<file path="src/rtl/bcd_pkg.sv">
// Shared types, constants and helpers for the BCD-to-decimal decoder.
// No logic of its own; no latency.
// No flow control.
package bcd_pkg;

   typedef enum logic {
      IDLE = 1'b0,
      EMIT = 1'b1
   } state_t;

   localparam int BCD_MAX = 9;
   localparam int DEC_W   = 10;

   // Minimum binary width able to hold any n-digit decimal value (10^n - 1).
   function automatic int bcd_bin_width(input int n);
      longint v;
      int     w;
      v = 1;
      w = 0;
      for (int i = 0; i < n; i++) v = v * 10;
      for (int i = 0; i < 63; i++) if ((64'd1 << i) < v) w = i + 1;
      return w;
   endfunction

   // True for the six unused codes 10..15.
   function automatic logic digit_bad(input logic [3:0] code);
      return (code > 4'(BCD_MAX));
   endfunction

   // Binary contribution of a digit; invalid codes contribute nothing.
   function automatic logic [3:0] digit_val(input logic [3:0] code);
      return digit_bad(code) ? 4'd0 : code;
   endfunction

endpackage

</file>
<file path="src/rtl/bcd_digit_decode.sv">
// One BCD code to a one-hot decimal digit plus an invalid flag.
// Purely combinational, zero latency.
// No flow control.
module bcd_digit_decode
   import bcd_pkg::*;
(
   input  logic [3:0]       code,
   output logic [DEC_W-1:0] dec,
   output logic             invalid
);

   // Codes 10..15 produce an all-zero vector, never X.
   always_comb begin
      dec     = '0;
      invalid = digit_bad(code);
      if (!invalid) dec[code] = 1'b1;
   end

endmodule

</file>
<file path="src/rtl/bcd_to_dec_decoder.sv">
// Packed BCD word in, one one-hot decimal digit per beat out (MS digit first), running binary value.
// First beat one cycle after acceptance; N_DIGITS+1 cycles per word with out_ready high.
// Beats hold while out_ready is low; in_ready stays low until the last beat has been taken.
module bcd_to_dec_decoder
   import bcd_pkg::*;
#(
   parameter int N_DIGITS = 4,
   parameter int BIN_W    = 14,
   parameter int IDX_W    = 2
) (
   input  logic                  clk,
   input  logic                  rst,
   input  logic                  in_valid,
   output logic                  in_ready,
   input  logic [4*N_DIGITS-1:0] in_bcd,
   output logic                  out_valid,
   input  logic                  out_ready,
   output logic [DEC_W-1:0]      out_dec,
   output logic [IDX_W-1:0]      out_idx,
   output logic                  out_last,
   output logic                  out_err,
   output logic [BIN_W-1:0]      bin_value,
   output logic                  bin_err
);

   localparam int SR_W = 4 * N_DIGITS;

   state_t            state, state_nxt;
   logic [SR_W-1:0]   sr;
   logic [DEC_W-1:0]  head_dec;
   logic              head_err;
   logic [3:0]        in_head;
   logic [3:0]        sr_next;
   logic              take_in;
   logic              take_out;

   assign in_head  = in_bcd[SR_W-1 -: 4];
   assign sr_next  = sr[SR_W-5 -: 4];

   assign in_ready  = (state == IDLE);
   assign out_valid = (state == EMIT);
   assign out_last  = out_valid && (out_idx == '0);
   assign out_dec   = out_valid ? head_dec : '0;
   assign out_err   = out_valid && head_err;

   assign take_in  = in_valid && in_ready;
   assign take_out = out_valid && out_ready;

   // The digit on display is always the top nibble of the shift register.
   bcd_digit_decode u_head (
      .code    (sr[SR_W-1 -: 4]),
      .dec     (head_dec),
      .invalid (head_err)
   );

   // Next-state: load a word in IDLE, leave EMIT once the last beat is taken.
   always_comb begin
      state_nxt = state;
      case (state)
         IDLE:    if (take_in) state_nxt = EMIT;
         EMIT:    if (take_out && out_last) state_nxt = IDLE;
         default: state_nxt = IDLE;
      endcase
   end

   // State register.
   always_ff @(posedge clk) begin
      if (rst) state <= IDLE;
      else     state <= state_nxt;
   end

   // Shift register, digit index and binary accumulator; results hold in IDLE until the next load.
   always_ff @(posedge clk) begin
      if (rst) begin
         sr        <= '0;
         out_idx   <= '0;
         bin_value <= '0;
         bin_err   <= 1'b0;
      end else if (take_in) begin
         sr        <= in_bcd;
         out_idx   <= IDX_W'(N_DIGITS - 1);
         bin_value <= BIN_W'(digit_val(in_head));
         bin_err   <= digit_bad(in_head);
      end else if (take_out && !out_last) begin
         sr        <= {sr[SR_W-5:0], 4'h0};
         out_idx   <= out_idx - 1'b1;
         bin_value <= bin_value * BIN_W'(10) + BIN_W'(digit_val(sr_next));
         bin_err   <= bin_err | digit_bad(sr_next);
      end
   end

endmodule
</file>
<file path="config.mk">
export PLATFORM = sky130hd
export DESIGN_NAME = bcd_to_dec_decoder
export DESIGN_NICKNAME = d
export VERILOG_FILES = /design/src/rtl/bcd_pkg.sv /design/src/rtl/bcd_digit_decode.sv /design/src/rtl/bcd_to_dec_decoder.sv
export SDC_FILE = /design/constraint.sdc
export NUM_CORES = 1
export LEC_CHECK = 0
export ABC_AREA = 1
export CAP_MARGIN = 20
export CORE_UTILIZATION = 55
export DETAILED_ROUTE_END_ITERATION = 7
export PLACE_DENSITY = 0.85
export SYNTH_ARGS = -nofsm -noshare
export SYNTH_HDL_FRONTEND = slang
export SYNTH_SLANG_ARGS = --single-unit
</file>
<file path="constraint.sdc">
create_clock -name clk -period 5.3 [get_ports clk]
set_input_delay 0.53 -clock clk [delete_from_list [all_inputs] [get_ports clk]]
set_output_delay 0.53 -clock clk [all_outputs]
set_load 0.02 [all_outputs]
</file>
==> results_dict.tcl, run 1 <==
set metrics [dict create \
    synthesis.area_um2 2540 \
    fp.dieArea_um2 4900 \
    p_comb_frac 0.251 \
    p_int_uw 495 \
    seqCellArea_um2 681 \
    synthArstFlopShare 0 \
    gp_congestion 0.862 \
    nFillCells 371 \
    setup_violations 0 \
    rrSetupSlack_ns 2.63 \
    die_h_um 70.0 \
    fmax_ghz 0.375 \
    totalWireLength_mm 6.24 \
    htree_levels 2 \
    rsz0062_at_grt "no" \
    crit_type "register to register" \
    required_ns 5.49 \
    cts_tree "yes" \
    slew_headroom 0.514 \
    core.rowCount 24 \
    n_antenna_cell 0 \
    power.switching_uw 215 \
    drc 0 \
    path_max_fanout 5 \
    p_clk_frac 0.344 \
    synth_edf_count 0 \
    swShare 0.303 \
    clk_pin_slew_ns 0.07 \
    stdcell_area_um2 3170 \
    io_pins 51 \
    arrival_ns 2.86 \
    maxCapViolCount 0 \
    crit_path_top_delay_cell "fa_1" \
    synth.most_common_cell "nand2_1" \
    startpoint_type "register" \
    hp-class "register to register" \
    pwr-share-seq 0.405 \
    cts_made_buffers 5 \
    layout-drive-gt1-share 0.0787 \
    yosysUniqueCellTypes 33 \
    grt_max_degree 30 \
    core-area_um2 4410 \
    maxSlewViolCount 0 \
    postPlaceCellArea_um2 3060 \
    r2r_end "bin_value[12]" \
    worstHoldEndpoint "sr[0]" \
    path_cells "ha_1, ha_1, fa_1, inv_1, nor3_1, nand3_1, nor2_1, nand2_1, nand2_1, nand3_1, nand2_1, inv_1" \
    period_minus_slack_ns 2.67 \
    grt_pass1_wl_mm 10.6 \
    ctsResizeCount 0 \
    p_leak_nw 1.49 \
    r2r-start "bin_value[1]" \
    grt_pass1_vias 2432 \
    p_per_area_nw_per_um2 224 \
    status "finished, final reports clean" \
    fp.dieW_um 70.0 \
    fin_worst_skew_ns 0.00288 \
    syn-num-nets 428 \
    netlist_instances 383 \
    path_common_cell "nand2_1" \
    synth_top_cell_by_area "dfxtp_1" \
    finalSetupTns_ns 0 \
    avgViaCountPerCell 5.42 \
    tightest_slew_ns 0.726 \
    synthFlopType "dfxtp_1" \
    ant_nets 0 \
    clock_sinks 34 \
    start_util 0.576 \
    holdBufCountCts 0 \
    avgRoutedWirePerCell_um 12.9 \
    clkLatencyLatePin_ns 0.29 \
    gr-usage-all-layers 0.267 \
    yosysWarningCount 0 \
    drt_iter0_drc 160 \
    syn_area_per_cell_um2 6.64 \
    yosysTopAreaCellShare 0.268 \
    max_stage_delay_ns 0.58 \
    post-cts-setup-buffers 0 \
    synth_common_cells "nand2_1, inv_1, nor2_1" \
    vdd_ir_drop_max_v 0.000164 \
    hp-start "sr[0]" \
    first_pass_iters 5 \
    clockBufferDepth 2 \
    fin_nets 477 \
    via_count 2623 \
    synth-seq-cells 34 \
    overflow 0 \
    syn2layout_area_growth_pct 24.6 \
    post-dp-hpwl_mm 4.79 \
    finalHoldViolCount 0 \
    min_path_cells 2 \
    final.period_utilization 0.503 \
    cp-end-kind "register" \
    io_buffers 50 \
    multi_input_comb_area_um2 1590 \
    ys_seq_area_frac 0.268 \
    antenna_found_initial 0 \
    ctsRootBufferMaster "clkbuf_8" \
    r2r_cells 12 \
    synthTopCellsByArea "dfxtp_1, nand2_1, ha_1, inv_1, nand3_1" \
]
cell families after synthesis:
| kind of cell | share of synthesized area |
|---|---|
| AO/OA/AOI/OAI | 0.126 |
| XOR/XNOR | 0.0241 |
| adder cells (fa/ha/maj) | 0.129 |
| buffers and inverters | 0.106 |
| flip-flops | 0.268 |
| AND/OR/NAND/NOR | 0.348 |
layer usage:
metal / routed length [um] / track usage / up-vias / part of all wire
met1: 2740 / 0.322 / 1192 / 0.44
met4: 93 / 0.0622 / 0 / 0.015
li1: - / - / 1336 / -
met2: 3130 / 0.480 / 83 / 0.50
met5: 0 / 0 / - / 0
met3: 280 / 0.0577 / 12 / 0.045
power by group through the flow:
stage / clock [mW] / combinational [mW] / sequential [mW]
after floorplan: 0 / 0.108 / 0.299
after global placement: 0 / 0.173 / 0.292
after detailed placement: 0 / 0.177 / 0.293
after CTS: 0.244 / 0.178 / 0.287
after global routing: 0.256 / 0.198 / 0.289
final: 0.244 / 0.178 / 0.288
area by class of cell:
type,count,share of cell area
clock buffers,6,0.0260
clock inverters,1,0.00947
inverters,56,0.0663
multi-input cells,284,0.503
flip-flops and latches,34,0.215
well taps,52,0.0205
repair buffers,51,0.160
registers in the layout, summed over array words and instances, names as in the netlist:
register / flops
sr: 16
bin_value: 14
out_idx: 2
bin_err: 1
out_valid: 1
worst max-delay path by stage:
stage,start,endpoint,slack [ns],depth (start not counted)
global route,bin_value[1],bin_value[12],2.48,12
floorplan,bin_value[1],bin_value[13],2.81,13
global placement,in_valid,bin_value[0],2.82,7
detailed placement,bin_value[1],bin_value[12],2.68,12
CTS,bin_value[1],bin_value[12],2.65,12
finish,bin_value[1],bin_value[12],2.63,12
placed cells by master, fill, tap and decap left out:
master,netlist,final
nand2_1,96,96
inv_1,51,51
clkdlybuf4s50_1,0,50
nor2_1,41,41
dfxtp_1,34,34
nand3_1,33,33
a21oi_1,25,25
ha_1,23,23
a31oi_1,14,14
o21ai_0,13,13
nand2_2,8,8
xor2_1,6,6
clkbuf_8,0,6
inv_2,5,5
nand3_2,4,4
nor2_4,3,3
nor2_2,2,2
o21bai_1,2,2
a211oi_1,2,2
fa_1,2,2
nor3_4,1,1
nand2_4,1,1
nor3_1,1,1
xnor2_1,1,1
o211ai_1,1,1
nand4_1,1,1
nand3_4,1,1
or2_2,1,1
and2_1,1,1
o21ai_1,1,1
bufinv_16,0,1
buf_4,1,1
stage by stage:
step / setup slack (ns) / power, mW / hold WS, ns / utilization / cells
floorplan: 2.81 / 0.407 / 0.441 / - / 383
detailed placement: 2.68 / 0.469 / 0.459 / 0.693 / 477
global placement: 2.82 / 0.465 / 0.450 / 0.693 / 477
CTS: 2.65 / 0.709 / 0.469 / 0.718 / 484
finish: 2.63 / 0.710 / 0.470 / 0.718 / 484
global route: 2.48 / 0.743 / 0.490 / 0.718 / 484
worst max-delay path, delay by kind of cell (launching register included):
kind,cells,cell delay [ns]
adder cells (fa/ha/maj),3,1.10
AND/OR/NAND/NOR,7,0.91
flip-flops,1,0.45
buffers and inverters,2,0.11
Power figures use the tool's default switching activity.
==> inputs of run 2 (changes only) <==
CORE_UTILIZATION = 52   (was 55)
PLACE_DENSITY = 0.81   (was 0.85)
clock period = 2.6 ns   (was 5.3 ns; I/O delays follow)
==> run 2 against run 1 <==
- combinational power up 110%
- total power up 94%
- sequential share of layout area down 0.33 points
- sequential power up 100%
- global-route usage down 1.6 points
- hold slack worse by 0.0060 ns
- highest routed layer unchanged
==> results_dict.tcl, run 2 (same netlist as run 1, synthesis figures left out) <==
set metrics [dict create \
    largest_reg_flops 16 \
    final.period_utilization 0.934 \
    slew_headroom 0.689 \
    path_cells "ha_1, ha_1, fa_1, nand2_2, nand3_2, nor2_4, nand3_2, nor2_4, nand3_4, o21bai_1, nand3_1, nand2_1, inv_1" \
    setup_violations 0 \
    status "finished, final reports clean" \
    gp_congestion 0.867 \
    grt.busiest_layer "met2" \
    startpoint_type "register" \
    avgRoutedWirePerCell_um 12.2 \
    clockBufferDepth 2 \
    met1_usage 0.303 \
    n_antenna_cell 0 \
    post-dp-hpwl_mm 4.72 \
    fin_worst_skew_ns 0.00571 \
    cts_made_buffers 5 \
    reg.largest.list "sr (16), bin_value (14), out_idx (2)" \
    gr-usage-all-layers 0.250 \
    maxSlewViolCount 0 \
    core-area_um2 4720 \
    fp.dieArea_um2 5180 \
    grt_pass1_vias 2421 \
    grt_pass1_wl_mm 10.3 \
    vdd_ir_drop_max_v 0.000308 \
    ctsRootBufferMaster "clkbuf_8" \
    maxCapViolCount 0 \
    clk_pin_slew_ns 0.08 \
    die_h_um 71.9 \
    pre_cts_ws_ns 0.179 \
    drt_iter0_drc 130 \
    io_pins 51 \
    clkLatencyLatePin_ns 0.29 \
    cp-end-kind "register" \
    p_per_area_nw_per_um2 427 \
    clock_sinks 34 \
    first_pass_iters 4 \
    via_count 2562 \
    max_flop_register "sr" \
    tightest_slew_ns 0.465 \
    overflow 0 \
    use_met2 0.444 \
    htree_levels 2 \
    finalHoldViolCount 0 \
    layout-drive-gt1-share 0.0957 \
    io_buffers 50 \
    max_stage_delay_ns 0.48 \
    p_leak_nw 1.51 \
    path_max_fanout 4 \
    antenna_found_initial 0 \
    mostFrequentLayoutCell "nand2_1" \
    ant_nets 0 \
    period_minus_slack_ns 2.43 \
    rsz0062_at_grt "no" \
    fp.dieW_um 71.9 \
    final_cell_mix "nand2_1, inv_1, clkdlybuf4s50_1, nor2_1, dfxtp_1" \
    finalSetupTns_ns 0 \
    avgViaCountPerCell 5.06 \
    start_util 0.539 \
    grt_max_degree 21 \
    crit_path_top_delay_cell "fa_1" \
    fmax_ghz 0.412 \
    grt_use_met3 0.0444 \
    arrival_ns 2.62 \
    hp-class "register to register" \
    crit_type "register to register" \
    core.rowCount 25 \
    fin_nets 483 \
    syn2layout_area_growth_pct 26.6 \
    cts_tree "yes" \
    totalWireLength_mm 6.18 \
    worst_slack_ns 0.172 \
    drc 0 \
    required_ns 2.79 \
]
## run 2: cell types whose count changed in the layout (fill, tap and decap cells not counted), sizes merged
| cell | before | now |
|---|---|---|
| clkinvlp | 0 | 1 |
| bufinv | 1 | 0 |
| clkinv | 0 | 1 |
| buf | 1 | 7 |
## run 2: final cells by class
| class | instances | area (um2) |
|---|---|---|
| Multi-Input combinational cell | 284 | 1600 |
| Fill cell | 429 | 1500 |
| Clock buffer | 6 | 82.6 |
| Sequential cell | 34 | 681 |
| Clock inverter | 2 | 12.5 |
| Inverter | 56 | 210 |
| Tap cell | 67 | 83.8 |
| Timing Repair Buffer | 57 | 553 |
## run 2: critical path: cells and delay by family (launching register included)
family | cells | cell delay (ns)
adders and majority gates | 3 | 1.02
buffers and inverters | 1 | 0.03
and+or+nand+nor | 8 | 0.82
AOI/OAI and AO/OA | 1 | 0.13
DFF | 1 | 0.32
## run 2: worst paths after layout
kind | startpoint | end | slack, ns | cells past startpoint
hold / removal | sr[3] | sr[3] | 0.46 | 2
setup reg to reg | bin_value[1] | bin_value[13] | 0.17 | 13
hold reg to reg | sr[3] | sr[3] | 0.46 | 2
setup / recovery | bin_value[1] | bin_value[13] | 0.17 | 13
## run 2: metal layers
| layer | wire length (um) | part of all wire | vias up |
|---|---|---|---|
| li1 | - | - | 1340 |
| met5 | 0 | 0 | - |
| met3 | 191 | 0.031 | 11 |
| met4 | 115 | 0.019 | 0 |
| met2 | 3020 | 0.49 | 53 |
| met1 | 2850 | 0.46 | 1158 |
## run 2: per-stage QoR
stage	std cells	utilization	cell area [um2]	power (mW)	hold slack, ns
after floorplan	383	-	2540	0.830	0.349
after global placement	498	0.661	3120	0.960	0.449
after detailed placement	498	0.661	3120	0.967	0.455
after CTS	506	0.681	3220	1.38	0.466
after global routing	506	0.682	3220	1.45	0.493
final	506	0.682	3220	1.38	0.464
## run 2: report_power, final
group	leakage (nW)	internal, mW	switching (mW)
logic	1.19	0.157	0.220
registers	0.279	0.554	0.0289
clock network	0.0472	0.213	0.204
## run 2: timing repair
| action | in CTS | in global routing |
|---|---|---|
| hold buffers | 0 | 0 |
| buffers inserted | 0 | 0 |
| setup endpoints to repair | 0 | 2 |
| gates resized for setup | 0 | 1 |
==> inputs of run 3 (changes only) <==
--- a/config.mk
+++ b/config.mk
@@ -10,4 +10,6 @@
 export CORE_UTILIZATION = 52
 export DETAILED_ROUTE_END_ITERATION = 7
+export GPL_ROUTABILITY_DRIVEN = 0
+export HOLD_SLACK_MARGIN = 0.06
 export PLACE_DENSITY = 0.81
 export SYNTH_ARGS = -nofsm -noshare
==> constraint.sdc (replaced) <==
create_clock -name clk -period 2.6 [get_ports clk]
set_input_delay 0.52 -clock clk [delete_from_list [all_inputs] [get_ports clk]]
set_output_delay 0.52 -clock clk [all_outputs]
set_load 0.02 [all_outputs]
==> run 3 against run 2 <==
- utilization increased by 0.079 points
- final area is 0.12% higher
- count of clock-buffer cells in the layout unchanged
- critical endpoint is now bin_value[11]
- highest routed layer unchanged
- maximum frequency about the same
- sequential power barely moved
- hold slack lost 0.0019 ns
- first-iteration DRC count rose by 58%
- combinational power is 1% higher
==> results_dict.tcl, run 3 (same netlist as run 1, synthesis figures left out) <==
set metrics [dict create \
    status "finished, final reports clean" \
    stdcell_area_um2 3220 \
    htree_levels 2 \
    path_cells "ha_1, ha_1, fa_1, nand2_2, nand3_2, nor2_4, nand3_2, nor2_4, nand3_4, a21oi_1, o21ai_1, nand2_1, inv_1" \
    clk_pin_slew_ns 0.08 \
    grt_pass1_vias 2337 \
    cp-end-kind "register" \
    io_buffers 50 \
    ctsResizeCount 0 \
    syn2layout_area_growth_pct 26.8 \
    setup_violations 0 \
    arrival_ns 2.62 \
    clkLatencyLatePin_ns 0.29 \
    first_pass_iters 4 \
    totalWireLength_mm 6.18 \
    n_antenna_cell 0 \
    startpoint_type "register" \
    max_flop_register "sr" \
    finalSetupTns_ns 0 \
    antenna_found_initial 0 \
    crit_path_top_delay_cell "fa_1" \
    maxSlewViolCount 0 \
    via_count 2644 \
    mostFrequentLayoutCell "nand2_1" \
    fin_util 0.683 \
    ctsRootBufferMaster "clkbuf_8" \
    post-dp-hpwl_mm 4.81 \
    p_leak_nw 1.52 \
    fp.dieArea_um2 5180 \
    maxCapViolCount 0 \
    overflow 0 \
    reg.largest.list "sr (16), bin_value (14), out_idx (2)" \
    p_per_area_nw_per_um2 427 \
    critPathBufInv 1 \
    crit_type "register to register" \
    start_util 0.539 \
    final_cell_mix "nand2_1, inv_1, clkdlybuf4s50_1, nor2_1, dfxtp_1" \
    drt_iter0_drc 205 \
    period_minus_slack_ns 2.43 \
    final.period_utilization 0.934 \
    fmax_ghz 0.412 \
    avgViaCountPerCell 5.21 \
    grt_max_degree 20 \
    core-area_um2 4720 \
    largest_reg_flops 16 \
    required_ns 2.79 \
    drc 0 \
    layout-drive-gt1-share 0.0955 \
    p_total_mw 1.38 \
    gr-usage-all-layers 0.250 \
    cts_made_buffers 5 \
    fp.dieW_um 71.9 \
    tightest_slew_ns 0.371 \
    fin_nets 484 \
    vdd_ir_drop_max_v 0.000379 \
    slew_headroom 0.750 \
    cts_tree "yes" \
    ant_nets 0 \
    max_stage_delay_ns 0.48 \
    path_max_fanout 4 \
    io_pins 51 \
    avgRoutedWirePerCell_um 12.2 \
    clockBufferDepth 2 \
    grt_pass1_wl_mm 10.3 \
    postPlaceCellArea_um2 3130 \
    hp-class "register to register" \
    finalHoldViolCount 0 \
    core.rowCount 25 \
    holdBufCountCts 0 \
    crit_family "adder cells" \
    clock_sinks 34 \
    post-cts-setup-buffers 0 \
    die_h_um 71.9 \
    rsz0062_at_grt "no" \
    fin_worst_skew_ns 0.00796 \
    nFillCells 426 \
]
run 3: changes by cell type in the layout (fill, tap and decap cells not counted):
cell	delta
a21oi_1	+1
buf_4	+1
a21oi_2	-1
run 3: path summary, 6_finish.rpt:
kind / to / cells after the start / startpoint / slack, ns
max: bin_value[11] / 13 / bin_value[1] / 0.17
min: sr[3] / 2 / sr[3] / 0.46
max reg2reg: bin_value[11] / 13 / bin_value[1] / 0.17
min reg2reg: sr[3] / 2 / sr[3] / 0.46
run 3: layer usage:
layer  global-route usage  part of all wire  up-vias
met1                0.320              0.44     1216
li1                     -                 -     1351
met5                    0                 0        -
met4               0.0610             0.012        0
met3               0.0403             0.040       11
met2                0.440              0.51       66
run 3: layout make-up:
cell class	count	area [um2]	area share
Timing Repair Buffer	58	561	0.174
Tap cell	67	83.8	0.0260
Multi-Input combinational cell	284	1590	0.494
Clock inverter	2	12.5	0.00388
Sequential cell	34	681	0.211
Clock buffer	6	82.6	0.0256
Inverter	56	210	0.0652
run 3: where the power goes:
part	leakage, nW	internal [mW]	total [mW]	switching (mW)
registers	0.279	0.554	0.583	0.0291
clock network	0.0472	0.213	0.412	0.199
logic	1.19	0.159	0.381	0.222
run 3: tightest hold or removal path, delay by kind of cell (launching register included):
kind / cells / cell delay, ns
AO/OA/AOI/OAI: 1 / 0.05
flip-flops: 1 / 0.31
AND/OR/NAND/NOR: 1 / 0.06
run 3: per-stage QoR:
step / cells / hold WS (ns) / setup slack (ns)
after floorplan: 383 / 0.441 / 0.111
after global placement: 499 / 0.449 / 0.247
after detailed placement: 499 / 0.455 / 0.195
after CTS: 507 / 0.466 / 0.184
after global routing: 507 / 0.480 / 0.0215
final: 507 / 0.462 / 0.171
